<file path="src/rtl/gru_dense_output_layer.sv">
// Serial fully connected readout after the GRU layer: y[o] = sum_j W[o][j]*h[j] + b[o].
// One signed fixed-point MAC per cycle; level-held start/done handshake.
module gru_dense_output_layer #(
    parameter int DATA_WIDTH  = 32,
    parameter int GRU_UNITS   = 3,
    parameter int OUTPUT_SIZE = 1,
    parameter int FRAC_BITS   = 16
) (
    input  logic                                          clk,
    input  logic                                          rstn,
    input  logic                                          i_start,
    output logic                                          o_done,
    output logic                                          o_busy,
    output logic                                          o_overflow,
    input  logic [GRU_UNITS*DATA_WIDTH-1:0]               i_hidden_state_flat,
    input  logic [OUTPUT_SIZE*GRU_UNITS*DATA_WIDTH-1:0]   i_W_flat,
    input  logic [OUTPUT_SIZE*DATA_WIDTH-1:0]             i_b_flat,
    output logic [OUTPUT_SIZE*DATA_WIDTH-1:0]             o_output_flat
);

    // state | meaning
    // IDLE  | waiting for i_start
    // LOAD  | snapshot hidden vector, clear indices and accumulator
    // MAC   | one product per cycle for current neuron
    // BIAS  | add bias, saturate, stage y[o]
    // DONE  | results published, wait for i_start to drop
    localparam logic [2:0] S_IDLE = 3'd0;
    localparam logic [2:0] S_LOAD = 3'd1;
    localparam logic [2:0] S_MAC  = 3'd2;
    localparam logic [2:0] S_BIAS = 3'd3;
    localparam logic [2:0] S_DONE = 3'd4;

    localparam int DW = DATA_WIDTH;
    localparam int AW = 2 * DATA_WIDTH;
    localparam int JW = (GRU_UNITS > 1) ? $clog2(GRU_UNITS) : 1;
    localparam int OW = (OUTPUT_SIZE > 1) ? $clog2(OUTPUT_SIZE) : 1;
    localparam logic [JW-1:0] J_LAST = JW'(GRU_UNITS - 1);
    localparam logic [OW-1:0] O_LAST = OW'(OUTPUT_SIZE - 1);
    localparam logic signed [AW-1:0] SAT_MAX = {{(DW+1){1'b0}}, {(DW-1){1'b1}}};
    localparam logic signed [AW-1:0] SAT_MIN = {{(DW+1){1'b1}}, {(DW-1){1'b0}}};

    logic [2:0]                    state;
    logic [GRU_UNITS*DW-1:0]       h_snap;
    logic signed [AW-1:0]          acc;
    logic [JW-1:0]                 j_idx;
    logic [OW-1:0]                 o_idx;
    logic [OUTPUT_SIZE*DW-1:0]     staging;
    logic [OUTPUT_SIZE*DW-1:0]     staging_next;
    logic [DW-1:0]                 w_cur;
    logic [DW-1:0]                 h_cur;
    logic [DW-1:0]                 b_cur;
    logic [DW-1:0]                 y_sat;
    logic signed [AW-1:0]          prod;
    logic signed [AW-1:0]          acc_mac;
    logic signed [AW-1:0]          sum;
    logic                          clamp;

    always_comb begin
        w_cur = i_W_flat[(int'(o_idx) * GRU_UNITS + int'(j_idx)) * DW +: DW];
        h_cur = h_snap[int'(j_idx) * DW +: DW];
        b_cur = i_b_flat[int'(o_idx) * DW +: DW];
        // Low AW bits of the product of sign-extended operands equal the signed product.
        prod    = $signed({{DW{w_cur[DW-1]}}, w_cur} * {{DW{h_cur[DW-1]}}, h_cur});
        acc_mac = acc + (prod >>> FRAC_BITS);
        sum     = acc + $signed({{DW{b_cur[DW-1]}}, b_cur});
        clamp   = 1'b0;
        y_sat   = sum[DW-1:0];
        if (sum > SAT_MAX) begin
            clamp = 1'b1;
            y_sat = {1'b0, {(DW-1){1'b1}}};
        end else if (sum < SAT_MIN) begin
            clamp = 1'b1;
            y_sat = {1'b1, {(DW-1){1'b0}}};
        end
        staging_next = staging;
        staging_next[int'(o_idx) * DW +: DW] = y_sat;
    end

    always_ff @(posedge clk or negedge rstn) begin
        if (!rstn) begin
            state         <= S_IDLE;
            o_done        <= 1'b0;
            o_busy        <= 1'b0;
            o_overflow    <= 1'b0;
            o_output_flat <= '0;
            h_snap        <= '0;
            acc           <= '0;
            j_idx         <= '0;
            o_idx         <= '0;
            staging       <= '0;
        end else begin
            case (state)
                S_IDLE: begin
                    o_done <= 1'b0;
                    if (i_start) begin
                        state      <= S_LOAD;
                        o_overflow <= 1'b0;
                        o_busy     <= 1'b1;
                    end
                end
                S_LOAD: begin
                    h_snap <= i_hidden_state_flat;
                    o_idx  <= '0;
                    j_idx  <= '0;
                    acc    <= '0;
                    state  <= S_MAC;
                end
                S_MAC: begin
                    acc <= acc_mac;
                    if (j_idx == J_LAST) begin
                        state <= S_BIAS;
                    end else begin
                        j_idx <= j_idx + JW'(1);
                    end
                end
                S_BIAS: begin
                    staging <= staging_next;
                    if (clamp) begin
                        o_overflow <= 1'b1;
                    end
                    if (o_idx == O_LAST) begin
                        o_output_flat <= staging_next;
                        o_done        <= 1'b1;
                        o_busy        <= 1'b0;
                        state         <= S_DONE;
                    end else begin
                        o_idx <= o_idx + OW'(1);
                        j_idx <= '0;
                        acc   <= '0;
                        state <= S_MAC;
                    end
                end
                S_DONE: begin
                    if (!i_start) begin
                        o_done <= 1'b0;
                        state  <= S_IDLE;
                    end
                end
                default: state <= S_IDLE;
            endcase
        end
    end

endmodule

</file>
<file path="config.mk">
export PLATFORM = sky130hd
export DESIGN_NAME = gru_dense_output_layer
export DESIGN_NICKNAME = d
export VERILOG_FILES = /design/src/rtl/gru_dense_output_layer.sv
export SDC_FILE = /design/constraint.sdc
export NUM_CORES = 2
export LEC_CHECK = 0
export CORE_ASPECT_RATIO = 0.9
export CORE_UTILIZATION = 40
export CTS_BUF_LIST = sky130_fd_sc_hd__clkbuf_16
export CTS_CLUSTER_DIAMETER = 50
export DETAILED_ROUTE_END_ITERATION = 12
export GPL_TIMING_DRIVEN = 0
export MAX_ROUTING_LAYER = met4
export PLACE_DENSITY = 0.66
export SKIP_CTS_REPAIR_TIMING = 1
export SYNTH_ARGS = -nofsm -noshare
export SYNTH_HDL_FRONTEND = slang
export SYNTH_SLANG_ARGS = --single-unit
</file>
<file path="constraint.sdc">
create_clock -name clk -period 10.85 [get_ports clk]
set_input_delay 1.085 -clock clk [delete_from_list [all_inputs] [get_ports clk]]
set_output_delay 1.085 -clock clk [all_outputs]
set_load 0.01 [all_outputs]
</file>
==> metrics <==
WP data arrival 11980 ps; overall die height 341 um; CTS Buffer Depth 2; critical path's top delay family adder cells; CTS Buf Count 17; nets@finish 8044; final hold vios 0; Initial Utilization 40.6%; ys flop type dfrtp_1; clock sinks 200; Area Overhead vs Synth 24.4%; Synthesized Nets 7498; clock skew 20.6 ps; Post-DP HPWL 178000 um; Yosys cell types 97; Startpoint Class flop; worst skew pair latency 490 ps; CP Capture Type flop; slew margin rel. 14.3%; # DRC 0; Ports 262; layout cells sized above 1 15.0%; worst setup margin -803 ps; Worst Tran Pin Value 1280 ps; synthesized area per cell 8.68 um2; status complete, but fails checks; Yosys Warn Count 0; EDFF count, synth 0; gpl congestion 1.08; Synth Register Bits 200; max_cap viols 0; reg2reg setup slack -800 ps; initial antenna violation count 10; Area contributors post-synth fa_1 43%, dfrtp_1 9.8%, ha_1 7.7%; crit path time final 11650 ps; Total Neg Setup Slack -14410 ps; CP max-delay cell fa_2; Critical Path Fanout Max 7; Yosys top cell area share 42.5%; Clk pin slew, worst setup/hold paths 90 ps; drt via density 5.60; worst min path class reg2reg; Fmax 85.8 MHz; Final ANT Viol Nets 0; min-delay src h_snap[25]; CP bufs+invs 14; reg2reg start j_idx[1]; vias in the first global route 44981; largest net degree at the start of global routing 108; WP data required 11180 ps; RSZ-0062 raised after global routing true; WS Path Type reg2reg; synthesized area 51000 um2; drt pass-1 iters 7; gr usage total 34.1%; failing checks setup timing; sequential area share after synthesis 9.81%; Post-Route WL 219000 um; CTS tree done; Synth Instances 5874; die area 129000 um2; row count 123; htree depth 4; Pins Over Slew Limit 0; Final Setup Violations 33; GR Overflow Total 0; I/O Buffers 261; clk root buf clkbuf_16; CP max stage delay 670 ps; DRT iter0 DRCs 4618; crit path from j_idx[1]; leading area contributor after synthesis fa_1; Die X 378 um; async set-or-reset flop fraction in the synthesized netlist 100%; via count 45533; Final Cycle Share 107%; Core Footprint 126000 um2; first-pass GRT wire length 306000 um; DR WL/cell 26.9 um
worst min-delay path, stage by stage, from the launching register on:
cell and delay [ps]:
dfrtp_1 350, nand2_1 50, nand2_1 50
flip-flops by register name, indices dropped and copies added, names as in the netlist:
name	cells
o_output_flat	32
j_idx	2
o_done	1
acc	64
o_busy	1
state	3
o_overflow	1
h_snap	96
stage by stage:
| stage | setup slack [ps] | instances | util (%) | hold slack, ps | cell area (um2) |
|---|---|---|---|---|---|
| global placement | -5180 | 7822 | 44.3 | 456 | 55700 |
| CTS | -4850 | 7865 | 45.0 | 484 | 56600 |
| floorplan | 17.1 | 5874 | - | 440 | 51000 |
| global route | -1080 | 8123 | 50.5 | 502 | 63500 |
| detailed placement | -4770 | 7833 | 44.5 | 462 | 56000 |
| finish | -803 | 8128 | 50.5 | 482 | 63500 |
path summary, 6_finish.rpt:
check	depth (start not counted)	end
worst max-delay path	47	acc[56]
worst min-delay path	2	h_snap[25]
worst max register to register	47	acc[56]
worst min register to register	2	h_snap[25]
max in group asynchronous	2	h_snap[40]
min in group asynchronous	1	acc[58]
cell families (layout without fill, tap and decap cells):
| logic type | Yosys count | in the layout | synth area share [%] |
|---|---|---|---|
| compound gates | 825 | 825 | 10.6 |
| xor+xnor | 172 | 172 | 2.97 |
| fa+ha+maj | 1397 | 1397 | 50.2 |
| buf+inv | 1260 | 1819 | 9.37 |
| flops | 200 | 200 | 9.81 |
| mux | 70 | 70 | 1.38 |
| other cells | 0 | 8 | 0 |
| simple gates | 1950 | 1950 | 15.7 |
synth_stat cells (19+ instances only):
cell,n
fa_1,1083
inv_1,977
nand2_1,955
nor2_1,713
ha_1,314
clkbuf_1,241
a21oi_1,237
dfrtp_1,200
o21ai_0,160
a21o_1,146
xnor2_1,98
xor2_1,73
mux2i_1,66
nand3_1,43
nand4_1,40
nor3_1,38
o21bai_1,35
nand2b_1,30
o211ai_1,29
and3_1,26
a31oi_1,25
nor2b_1,24
a211oi_1,19
buf_2,19
metal layers:
layer	track usage (%)	vias to the layer above	part of all wire (%)
met2	48.2	2465	42
met1	45.5	23085	40
met3	9.16	602	12
li1	-	19381	-
met4	15.6	0	6.5
met5	-	-	0
cell type report:
type	instances	area (um2)
timing repair inverter	1	5.00
inverter	978	3710
antenna	8	20.0
tap	1687	2110
buffer	260	2480
sequential	200	5010
multi-input combinational	4414	44000
clock buffer	17	425
timing repair buffer	548	5510
fill	11865	62300
clock inverter	15	179
layout by cell type, fill, tap and decap left out, types with 37 or more instances in the layout:
cell	count
clkbuf_1	66
fa_1	1050
a21oi_1	149
buf_12	73
a21oi_4	47
xor2_1	71
nor2_1	672
buf_4	236
nand4_1	40
buf_6	71
a21o_1	102
dfrtp_1	198
a21o_4	37
inv_1	958
nor3_1	37
a21oi_2	45
o21ai_0	126
clkdlybuf4s50_1	254
nand3_1	38
xnor2_1	89
nand2_1	944
ha_1	277
Power is left out: the tool's default activity adds up to more than one toggle a clock period on the data nets, which glitch-free logic cannot reach.
